`config.mk`:
```
export PLATFORM = sky130hd
export DESIGN_NAME = dps_responder
export DESIGN_NICKNAME = d
export VERILOG_FILES = /design/src/rtl/dps_responder.sv
export SDC_FILE = /design/constraint.sdc
export NUM_CORES = 1
export LEC_CHECK = 0
export CAP_MARGIN = 10
export CORE_ASPECT_RATIO = 1.75
export CORE_MARGIN = 8
export CORE_UTILIZATION = 48
export DETAILED_ROUTE_END_ITERATION = 10
export HOLD_SLACK_MARGIN = 0.05
export PLACE_DENSITY = 0.73
export SETUP_SLACK_MARGIN = 0.5
export SYNTH_ARGS = -nofsm -noshare
export SYNTH_HDL_FRONTEND = slang
export SYNTH_SLANG_ARGS = --single-unit
```
`constraint.sdc`:
```
create_clock -name clock -period 2.27 [get_ports clock]
set_clock_uncertainty 0.05 [all_clocks]
set_input_delay 0.681 -clock clock [delete_from_list [all_inputs] [get_ports clock]]
set_output_delay 0.681 -clock clock [all_outputs]
set_load 0.01 [all_outputs]
```
`src/rtl/dps_responder.sv`:
```
// DCM-side model of the digital phase shift handshake: emulated lock after reset,
// fixed-latency psdone for each accepted psen, and a saturating signed phase offset.
module dps_responder #(
   parameter int LOCK_DLY = 16,
   parameter int DPS_LAT  = 8,
   parameter int PH_MIN   = -32,
   parameter int PH_MAX   = 31,
   parameter int PH_W     = 7
) (
   input  logic            clock,
   input  logic            global_reset_n,
   input  logic            dcm_rst,
   input  logic            psen,
   input  logic            psincdec,
   output logic            psdone,
   output logic            lock_dcm,
   output logic [PH_W-1:0] phase_ofs,
   output logic            ps_overflow,
   output logic            busy,
   output logic [1:0]      dps_sm_vec,
   output logic            err_psen
);

   typedef enum logic [1:0] {LOCKING = 2'd0, READY = 2'd1, SHIFT = 2'd2, DONE = 2'd3} state_t;

   localparam int LW = $clog2(LOCK_DLY + 1);
   localparam int CW = (DPS_LAT > 2) ? $clog2(DPS_LAT) : 1;
   localparam logic [PH_W-1:0] PMAX = PH_W'(PH_MAX);
   localparam logic [PH_W-1:0] PMIN = PH_W'(PH_MIN);

   state_t          state;
   logic [LW-1:0]   lock_cnt;
   logic [CW-1:0]   lat_cnt;
   logic            dir;

   assign dps_sm_vec = state;

   always_ff @(posedge clock) begin
      if (!global_reset_n || dcm_rst) begin
         state       <= LOCKING;
         lock_cnt    <= '0;
         lat_cnt     <= '0;
         dir         <= 1'b0;
         lock_dcm    <= 1'b0;
         psdone      <= 1'b0;
         phase_ofs   <= '0;
         ps_overflow <= 1'b0;
         busy        <= 1'b0;
         // dcm_rst alone keeps the sticky protocol error visible
         if (!global_reset_n)
            err_psen <= 1'b0;
      end else begin
         case (state)
            LOCKING: begin
               if (psen)
                  err_psen <= 1'b1;
               if (lock_cnt == LW'(LOCK_DLY - 1)) begin
                  state    <= READY;
                  lock_dcm <= 1'b1;
               end else begin
                  lock_cnt <= lock_cnt + 1'b1;
               end
            end
            READY: begin
               if (psen) begin
                  dir     <= psincdec;
                  lat_cnt <= CW'(DPS_LAT - 2);
                  state   <= SHIFT;
                  busy    <= 1'b1;
               end
            end
            SHIFT: begin
               if (psen)
                  err_psen <= 1'b1;
               if (lat_cnt == '0) begin
                  state  <= DONE;
                  psdone <= 1'b1;
                  // saturate at the inclusive limits, flagging the refused step
                  if ((dir && phase_ofs == PMAX) || (!dir && phase_ofs == PMIN)) begin
                     ps_overflow <= 1'b1;
                  end else begin
                     ps_overflow <= 1'b0;
                     phase_ofs   <= dir ? phase_ofs + 1'b1 : phase_ofs - 1'b1;
                  end
               end else begin
                  lat_cnt <= lat_cnt - 1'b1;
               end
            end
            DONE: begin
               if (psen)
                  err_psen <= 1'b1;
               psdone <= 1'b0;
               busy   <= 1'b0;
               state  <= READY;
            end
            default: state <= LOCKING;
         endcase
      end
   end

endmodule

```
# Word level (Yosys, flattened, before mapping)
# Index checks and enable logic that the tools add are counted.
# W data, S select, Z words.
dict set report word_totals {
  reg_bits 23
  latchBits 0
  ramBits 0
  rom_bits 0
  in_bits 5
  mem_count 0
}
dict set report op_classes {
  add_sub_neg 4
  multipliers 0
  n_div 0
  magnitude_cmp 0
  n_eq_ne 11
  shifts 0
  mux 16
  n_bitwise 2
  n_reduce_logical 24
}
# operator n
set ops {}
lappend ops {{$reduce_and A2 Y1} 6}
lappend ops {{$reduce_and A3 Y1} 4}
lappend ops {{$ne A2 B2 Y1 const B} 5}
lappend ops {{$reduce_bool A2 Y1} 5}
lappend ops {{$pmux W2 S4} 1}
lappend ops {{$add A7 B1 Y7 const B} 1}
lappend ops {{$eq A7 B5 Y1 const B} 1}
lappend ops {{$eq A7 B7 Y1 const B} 1}
lappend ops {{$mux W7} 1}
lappend ops {{$sub A7 B1 Y7 const B} 1}
lappend ops {{$mux W1} 6}
lappend ops {{$mux W2} 3}
lappend ops {{$mux W3} 2}
lappend ops {{$pmux W3 S2} 1}
lappend ops {{$add A5 B1 Y5 const B} 1}
lappend ops {{$eq A5 B4 Y1 const B} 1}
lappend ops {{$eq A2 B2 Y1 const B} 2}
lappend ops {{$pmux W1 S2} 2}
lappend ops {{$logic_not A3 Y1} 1}
lappend ops {{$reduce_or A3 Y1} 1}
lappend ops {{$sub A3 B1 Y3 const B} 1}
lappend ops {{$eq A2 B1 Y1 const B} 1}
lappend ops {{$logic_and A1 B1 Y1} 2}
lappend ops {{$logic_not A1 Y1} 2}
lappend ops {{other kinds (3)} 5}

# Longest topological paths before layout
# Gate-level depths: netlist (run 1).
dict set report logic_depth {
  word_depth 5
  depth_mapped 9
  mapped_depth_nobuf 8
}

# Worst setup path after synthesis (run 1)
# No wires, ideal clock.
dict set report synth_path {
  kind {register -> register}
  startpoint {register dir}
  endpoint {register phase_ofs[6]}
  t_arrival_ps 1785
  slack_ps 319
  path_stages_with_launch 8
  n_path_buf 0
  synth_period_minus_slack_ps 1951
  path_cell_list {dfxtp_1 inv_1 fa_1 a211oi_1 nor4b_1 o21ba_2 a31oi_1 a41o_1}
}
dict set report synth_between {
  elab_chain_cells 5
  word_cells_on_any_way 7
  cone_classes {mux (1); bitwise (1); reduce/logical (5)}
}
# item line
set synth_lines {}
lappend synth_lines {{start: declaration} 34} ;# logic dir;
lappend synth_lines {{start signal: assignment} 66} ;# dir <= psincdec;
lappend synth_lines {{$logic_not A1 Y1} 79} ;# if ((dir && phase_ofs == PMAX) || (!dir && phase_ofs == PMIN)) begin
lappend synth_lines {{$logic_and A1 B1 Y1} 79}
lappend synth_lines {{$logic_or A1 B1 Y1} 79}
lappend synth_lines {{$not A1 Y1 (no line)} n/a}
lappend synth_lines {{$reduce_and A3 Y1 (no line)} n/a}
lappend synth_lines {{end signal: assignment} 83} ;# phase_ofs <= dir ? phase_ofs + 1'b1 : phase_ofs - 1'b1;
lappend synth_lines {{end: declaration} 17} ;# output logic [PH_W-1:0] phase_ofs,
# Several ways; a longest one is shown, not always the timed one.
# A chain may end at the register's enable or synchronous reset.

# Worst setup path after layout (run 1)
# Same ends and word-level chain as after synthesis.

==> results.cfg, run 1 <==
[clock_network]
cts_buffer_depth = 2
clock_latency_ns = 0.26
cts_tree = done
path_clk_slew_ns = 0.08
cts_hold_buf = 0
root_buffer = clkbuf_8
cts_inserted_buffers = 3
cts_sinks = 23
htreeDepth = 1

[power]
finalPower_mw = 0.680
ir_drop_mv = 0.467
power_per_cell_area_nw_per_um2 = 368
p_leak_nw = 0.802

[sta]
finalHoldViolCount = 0
period_minus_slack_ns = 1.82
fin_setup_tns_ns = 0
period_share = 0.800
max_slew_margin = 0.688
setup_viol = 0
worst_pin_slew_ns = 0.464
rsz0062_at_grt = true
fmax_ghz = 0.551
drv_slew = 0

[synth]
synth_nets = 170
synth_top_area_cell = dfxtp_1
syn_inst = 151
ys.warnings.count = 0
synth_top_area_share = 0.336
syn_avg_cell_area_um2 = 8.69
synthesis.area_um2 = 1310
ys_ff_latch = 23
synthTopCellsByArea = dfxtp_1 34%, ha_1 12%, nor2_1 6.9%
ys_seq_area_frac = 0.358
yosysUniqueCellTypes = 32

[grt]
grt_pass1_wl_mm = 5.18
grt_usage = 0.126
antenna_found_initial = 0
grt_pass1_vias = 1218
grt_max_degree = 14
grt-ovfl-total = 0

[worst_hold_path]
min_path_type = reg -> reg

[worst_setup_path]
max_stage_delay_ns = 0.38
cp.arrival_ns = 1.92
reg2reg_slack_ns = 0.45
critPathCapture = phase_ofs[6]
critPathMaxFanout = 6
critPathKind = reg -> reg
reg2reg_to = phase_ofs[6]
slowest_stage = dfxtp_4
crit_required_ns = 2.38
r2r_cells = 8
crit_chain = inv_6 > buf_4 > ha_4 > a211oi_4 > nor4b_2 > o21ba_4 > a31oi_1 > a41o_1
rr_startpoint = dir
setup.worst_path.start_class = register
end_kind = register
worstSetupStartpoint = dir

[final_layout]
multi_input_area_um2 = 902
regArea_um2 = 494
antenna_cells = 0
syn2layout_area_growth_pct = 40.9
nFillCells = 237
post-route-util = 0.696
final_layout_size_suffix_gt1_frac = 0.307
nNetsFinal = 209

[drt]
wl_per_cell_um = 14.3
drt_pass1_iterations = 4
drcViolationCount = 0
via_count = 1198
wl_mm = 3.08
antenna_left = 0
drt_first_iter_violations = 11
vias_per_cell = 5.55

[floorplanning]
ios = 19
die-area_um2 = 4730
die_w_um = 55.5
chipHeight_um = 85.2
core_area_um2 = 2660
rows = 25
start_util = 0.494

[placed_design]
portBuffers = 18
gp_congestion = 0.868
dp_hpwl_mm = 2.14

[run_status]
outcome = completed

[run]
drv_cap = 0
-- placed cells by master (no fill, tap or decap), drive strengths merged, types with 2 or more instances in the layout --
cell type / instances
buf: 19
nor2b: 2
o21ai: 6
dlygate4sd2: 14
a21o: 2
clkdlybuf4s50: 3
ha: 13
inv: 10
dfxtp: 22
nand3: 3
mux2i: 4
nor2: 24
nand4: 2
a211oi: 4
a21oi: 15
a221oi: 2
clkbuf: 3
nand2: 15
nand2b: 3
xor2: 3
xnor2: 4
-- per-layer routing --
metal  routed length, um  vias to the layer above  global-route usage  part of all wire
met4                  78                        0              0.0428             0.025
met1                1240                      561               0.135              0.40
met3                 116                        8              0.0299             0.038
li1                    -                      604                   -                 -
met2                1650                       25               0.230              0.54
met5                   0                        -                   0                 0
-- critical path, delay by kind of cell (launching register included) --
kind / cells / cell delay [ns]
buffers and inverters: 2 / 0.18
adders and majority gates: 1 / 0.24
and+or+nand+nor: 1 / 0.08
DFF: 1 / 0.38
AOI/OAI and AO/OA: 4 / 0.78
-- worst min path at each step --
stage / start / slack [ns] / endpoint / cells past startpoint
2_1_floorplan: lat_cnt[0] / 0.40 / lat_cnt[0] / 2
3_3_place_gp: lock_dcm / 0.41 / lock_dcm / 2
3_5_place_dp: lat_cnt[0] / 0.42 / lat_cnt[0] / 2
4_1_cts: lat_cnt[0] / 0.43 / lat_cnt[0] / 2
5_1_grt: lock_dcm / 0.47 / lock_dcm / 2
6_report: lock_dcm / 0.44 / lock_dcm / 2
-- synthesized netlist by cell type --
master    instances
a41o_1            1
o21ai_0           6
o21bai_1          1
nand3_1           3
a41oi_4           1
mux2i_1           4
nor2_1           24
clkbuf_1          3
xnor2_1           4
o21ba_2           1
a21oi_1          15
and3_1            1
a311oi_1          1
and3b_2           1
ha_1             13
fa_1              1
a221oi_1          2
nand4_1           2
a31oi_1           1
nand2b_1          3
nor4_1            1
a211oi_1          4
xor2_1            3
edfxtp_1          1
nand2_1          15
inv_1            10
a22oi_1           1
a21o_1            2
o41ai_4           1
dfxtp_1          22
nor2b_1           2
nor4b_1           1
-- timing repair --
action / CTS / global route
endpoints found under the setup margin: 23 / 11
setup buffers: 8 / 7
pin swaps: 6 / 12
resized for setup: 30 / 25
gates cloned: 0 / 0
-- sequential cells by signal (all words and copies together) (netlist names) --
| signal | cells |
|---|---|
| dps_sm_vec | 2 |
| lock_cnt | 5 |
| err_psen | 1 |
| ps_overflow | 1 |
| busy | 1 |
| lat_cnt | 3 |
| psdone | 1 |
| lock_dcm | 1 |
| dir | 1 |
| phase_ofs | 7 |
-- stage by stage --
stage / setup WS (ns) / cell area [um^2] / std cells / hold WS (ns)
6_report: 0.454 / 1850 / 216 / 0.436
5_1_grt: 0.394 / 1850 / 216 / 0.465
4_1_cts: 0.320 / 1710 / 209 / 0.435
3_5_place_dp: 0.148 / 1570 / 197 / 0.422
3_3_place_gp: 0.194 / 1570 / 197 / 0.407
2_1_floorplan: 0.504 / 1330 / 151 / 0.404
-- layout make-up --
type | count | area share
Clock inverter | 1 | 0.00271
Sequential cell | 23 | 0.267
Tap cell | 27 | 0.0183
Inverter | 10 | 0.0244
Timing Repair Buffer | 37 | 0.177
Multi-Input combinational cell | 115 | 0.488
Clock buffer | 3 | 0.0223
-- power breakdown --
part	switching (mW)	internal (mW)	total, mW
Sequential	0.00193	0.405	0.407
Clock	0.124	0.122	0.246
Combinational	0.0135	0.0131	0.0266
Total	0.140	0.540	0.680
-- cells by family (layout without fill, tap and decap cells) --
group                      Yosys count  count (layout)  share of synthesized area
AOI/OAI and AO/OA                   37              37                      0.208
xor gates and xnor gates             7               7                     0.0467
adders and majority gates           14              14                      0.139
buffers and inverters               13              51                     0.0372
DFF                                 23              23                      0.358
muxes                                4               4                     0.0305
and+or+nand+nor                     53              53                      0.180
(Power assumes the default switching activity.)
==> run 2: changes to the inputs <==
--- a/config.mk
+++ b/config.mk
@@ -11,7 +11,7 @@
 export CORE_UTILIZATION = 48
 export DETAILED_ROUTE_END_ITERATION = 10
 export HOLD_SLACK_MARGIN = 0.05
-export PLACE_DENSITY = 0.73
+export PLACE_DENSITY = 0.76
 export SETUP_SLACK_MARGIN = 0.5
 export SYNTH_ARGS = -nofsm -noshare
 export SYNTH_HDL_FRONTEND = slang
==> constraint.sdc (replaced) <==
create_clock -name clock -period 1.6 [get_ports clock]
set_clock_uncertainty 0.05 [all_clocks]
set_input_delay 0.48 -clock clock [delete_from_list [all_inputs] [get_ports clock]]
set_output_delay 0.48 -clock clock [all_outputs]
set_load 0.01 [all_outputs]
==> run 2 against run 1 <==
  * Highest routed layer unchanged
  * Register-to-register slack got worse by 0.86 ns
  * Global-route usage rose by 5.3 points
  * Non-clock buffer count rose by 43
  * Utilization up 28 points
  * Maximum frequency shrank 9.3%
  * Critical endpoint unchanged
  * Wire length grew 120%
  * The flow now finishes with violations (negative setup slack)
  * Hold slack gained 0.043 ns
==> results.cfg, run 2 (synthesis gave the netlist of run 1 again) <==
[run_status]
violations = negative setup slack
outcome = finished, violations left

[sta]
period_share = 1.25
fin_setup_tns_ns = -2.00
fmax_ghz = 0.500
finalHoldViolCount = 0
max_slew_margin = 0.776
setup_viol = 15
rsz0062_at_grt = true
drv_slew = 0
worst_slack_ns = -0.401
period_minus_slack_ns = 2.00
worst_pin_slew_ns = 0.334

[worst_setup_path]
end_kind = register
crit_required_ns = 1.77
critPathKind = reg -> reg
slowest_stage = dfxtp_4
crit_chain = inv_6 > fa_2 > a211oi_2 > o21ai_1 > o21ba_4 > a31oi_1 > a41o_1
setup.worst_path.start_class = register
rr_startpoint = dir
critPathMaxFanout = 5
worstSetupStartpoint = dir
max_stage_delay_ns = 0.39
cp.arrival_ns = 2.17

[floorplanning]
ios = 19
chipHeight_um = 85.2
rows = 25
core_area_um2 = 2660
die-area_um2 = 4730
die_w_um = 55.5
start_util = 0.494

[clock_network]
cts_sinks = 23
cts_buffer_depth = 2
htreeDepth = 1
clock_latency_ns = 0.27
cts_inserted_buffers = 3
path_clk_slew_ns = 0.09
cts_hold_buf = 0
cts_tree = done
root_buffer = clkbuf_8

[grt]
grt_max_degree = 14
grt_usage = 0.178
grt-ovfl-total = 0
antenna_found_initial = 0
grt_pass1_vias = 1548
grt_pass1_wl_mm = 7.03

[drt]
vias_per_cell = 6.35
drcViolationCount = 0
drt_pass1_iterations = 4
wl_per_cell_um = 25.9
via_count = 1645
antenna_left = 0
drt_first_iter_violations = 125
wl_mm = 6.70

[power]
finalPower_mw = 1.04
power_per_cell_area_nw_per_um2 = 401
ir_drop_mv = 0.688
p_leak_nw = 1.07

[placed_design]
dp_slack_ns = -0.226
dp_hpwl_mm = 2.74
gp_congestion = 0.843
postPlaceCellArea_um2 = 1910
portBuffers = 18

[worst_hold_path]
hold_start = ps_overflow
min_path_type = reg -> reg

[final_layout]
top_register = phase_ofs
final_area_um2 = 2590
layout_common_cells = 36 x buf_6, 36 x buf_4, 20 x nor2_1, 12 x dfxtp_2, 10 x a21oi_2
largest_register_ffs = 7
top_regs = phase_ofs (7), lock_cnt (5), lat_cnt (3)
final_layout_size_suffix_gt1_frac = 0.711
antenna_cells = 0
syn2layout_area_growth_pct = 97.1
nNetsFinal = 252

[run]
drv_cap = 0
run 2: cell count changes in the layout (fill, tap and decap cells not counted), sizes merged:
cell | before | now
buf | 19 | 76
dlygate4sd2 | 14 | 3
clkdlybuf4s50 | 3 | 1
dlymetal6s2s | 1 | 0
run 2: routing by layer:
layer	wire [um]	GRT usage	share of wire	up-vias
li1	-	-	-	690
met1	2140	0.155	0.32	779
met2	3510	0.364	0.52	120
met3	431	0.0329	0.064	56
met4	627	0.0856	0.094	0
met5	0	0	0	-
run 2: final cells by class:
| cell class | count | area [um^2] |
|---|---|---|
| Multi-Input combinational cell | 115 | 1180 |
| Timing Repair Buffer | 80 | 772 |
| Sequential cell | 23 | 508 |
| Fill cell | 41 | 71.3 |
| Inverter | 10 | 47.5 |
| Clock buffer | 3 | 41.3 |
| Tap cell | 27 | 33.8 |
| Clock inverter | 1 | 5.00 |
run 2: critical path, delay by kind of cell (launching register included):
kind,cells,cell delay (ns)
AO/OA/AOI/OAI,5,1.08
adder cells (fa/ha/maj),1,0.37
buffers and inverters,1,0.06
flip-flops,1,0.39
run 2: final timing paths:
| path | to | slack [ns] | cells past startpoint |
|---|---|---|---|
| max reg2reg | phase_ofs[6] | -0.40 | 7 |
| min reg2reg | ps_overflow | 0.48 | 2 |
| max | phase_ofs[6] | -0.40 | 7 |
| min | ps_overflow | 0.48 | 2 |
run 2: repair_timing:
action	CTS	global route
resized for setup	133	46
setup endpoints to repair	38	37
pin swaps	19	25
setup buffers	15	13
cloned	0	0
run 2: stage by stage:
| stage | hold WS, ns | instances | utilization |
|---|---|---|---|
| global placement | 0.408 | 227 | 0.718 |
| CTS | 0.445 | 246 | 0.866 |
| detailed placement | 0.412 | 227 | 0.718 |
| floorplan | 0.404 | 151 | - |
| global route | 0.485 | 259 | 0.973 |
| finish | 0.479 | 259 | 0.973 |
run 2: power breakdown:
group	switching [mW]	internal, mW	total (mW)
clock network	0.219	0.175	0.394
registers	0.00365	0.572	0.576
logic	0.0382	0.0311	0.0694
total	0.261	0.778	1.04
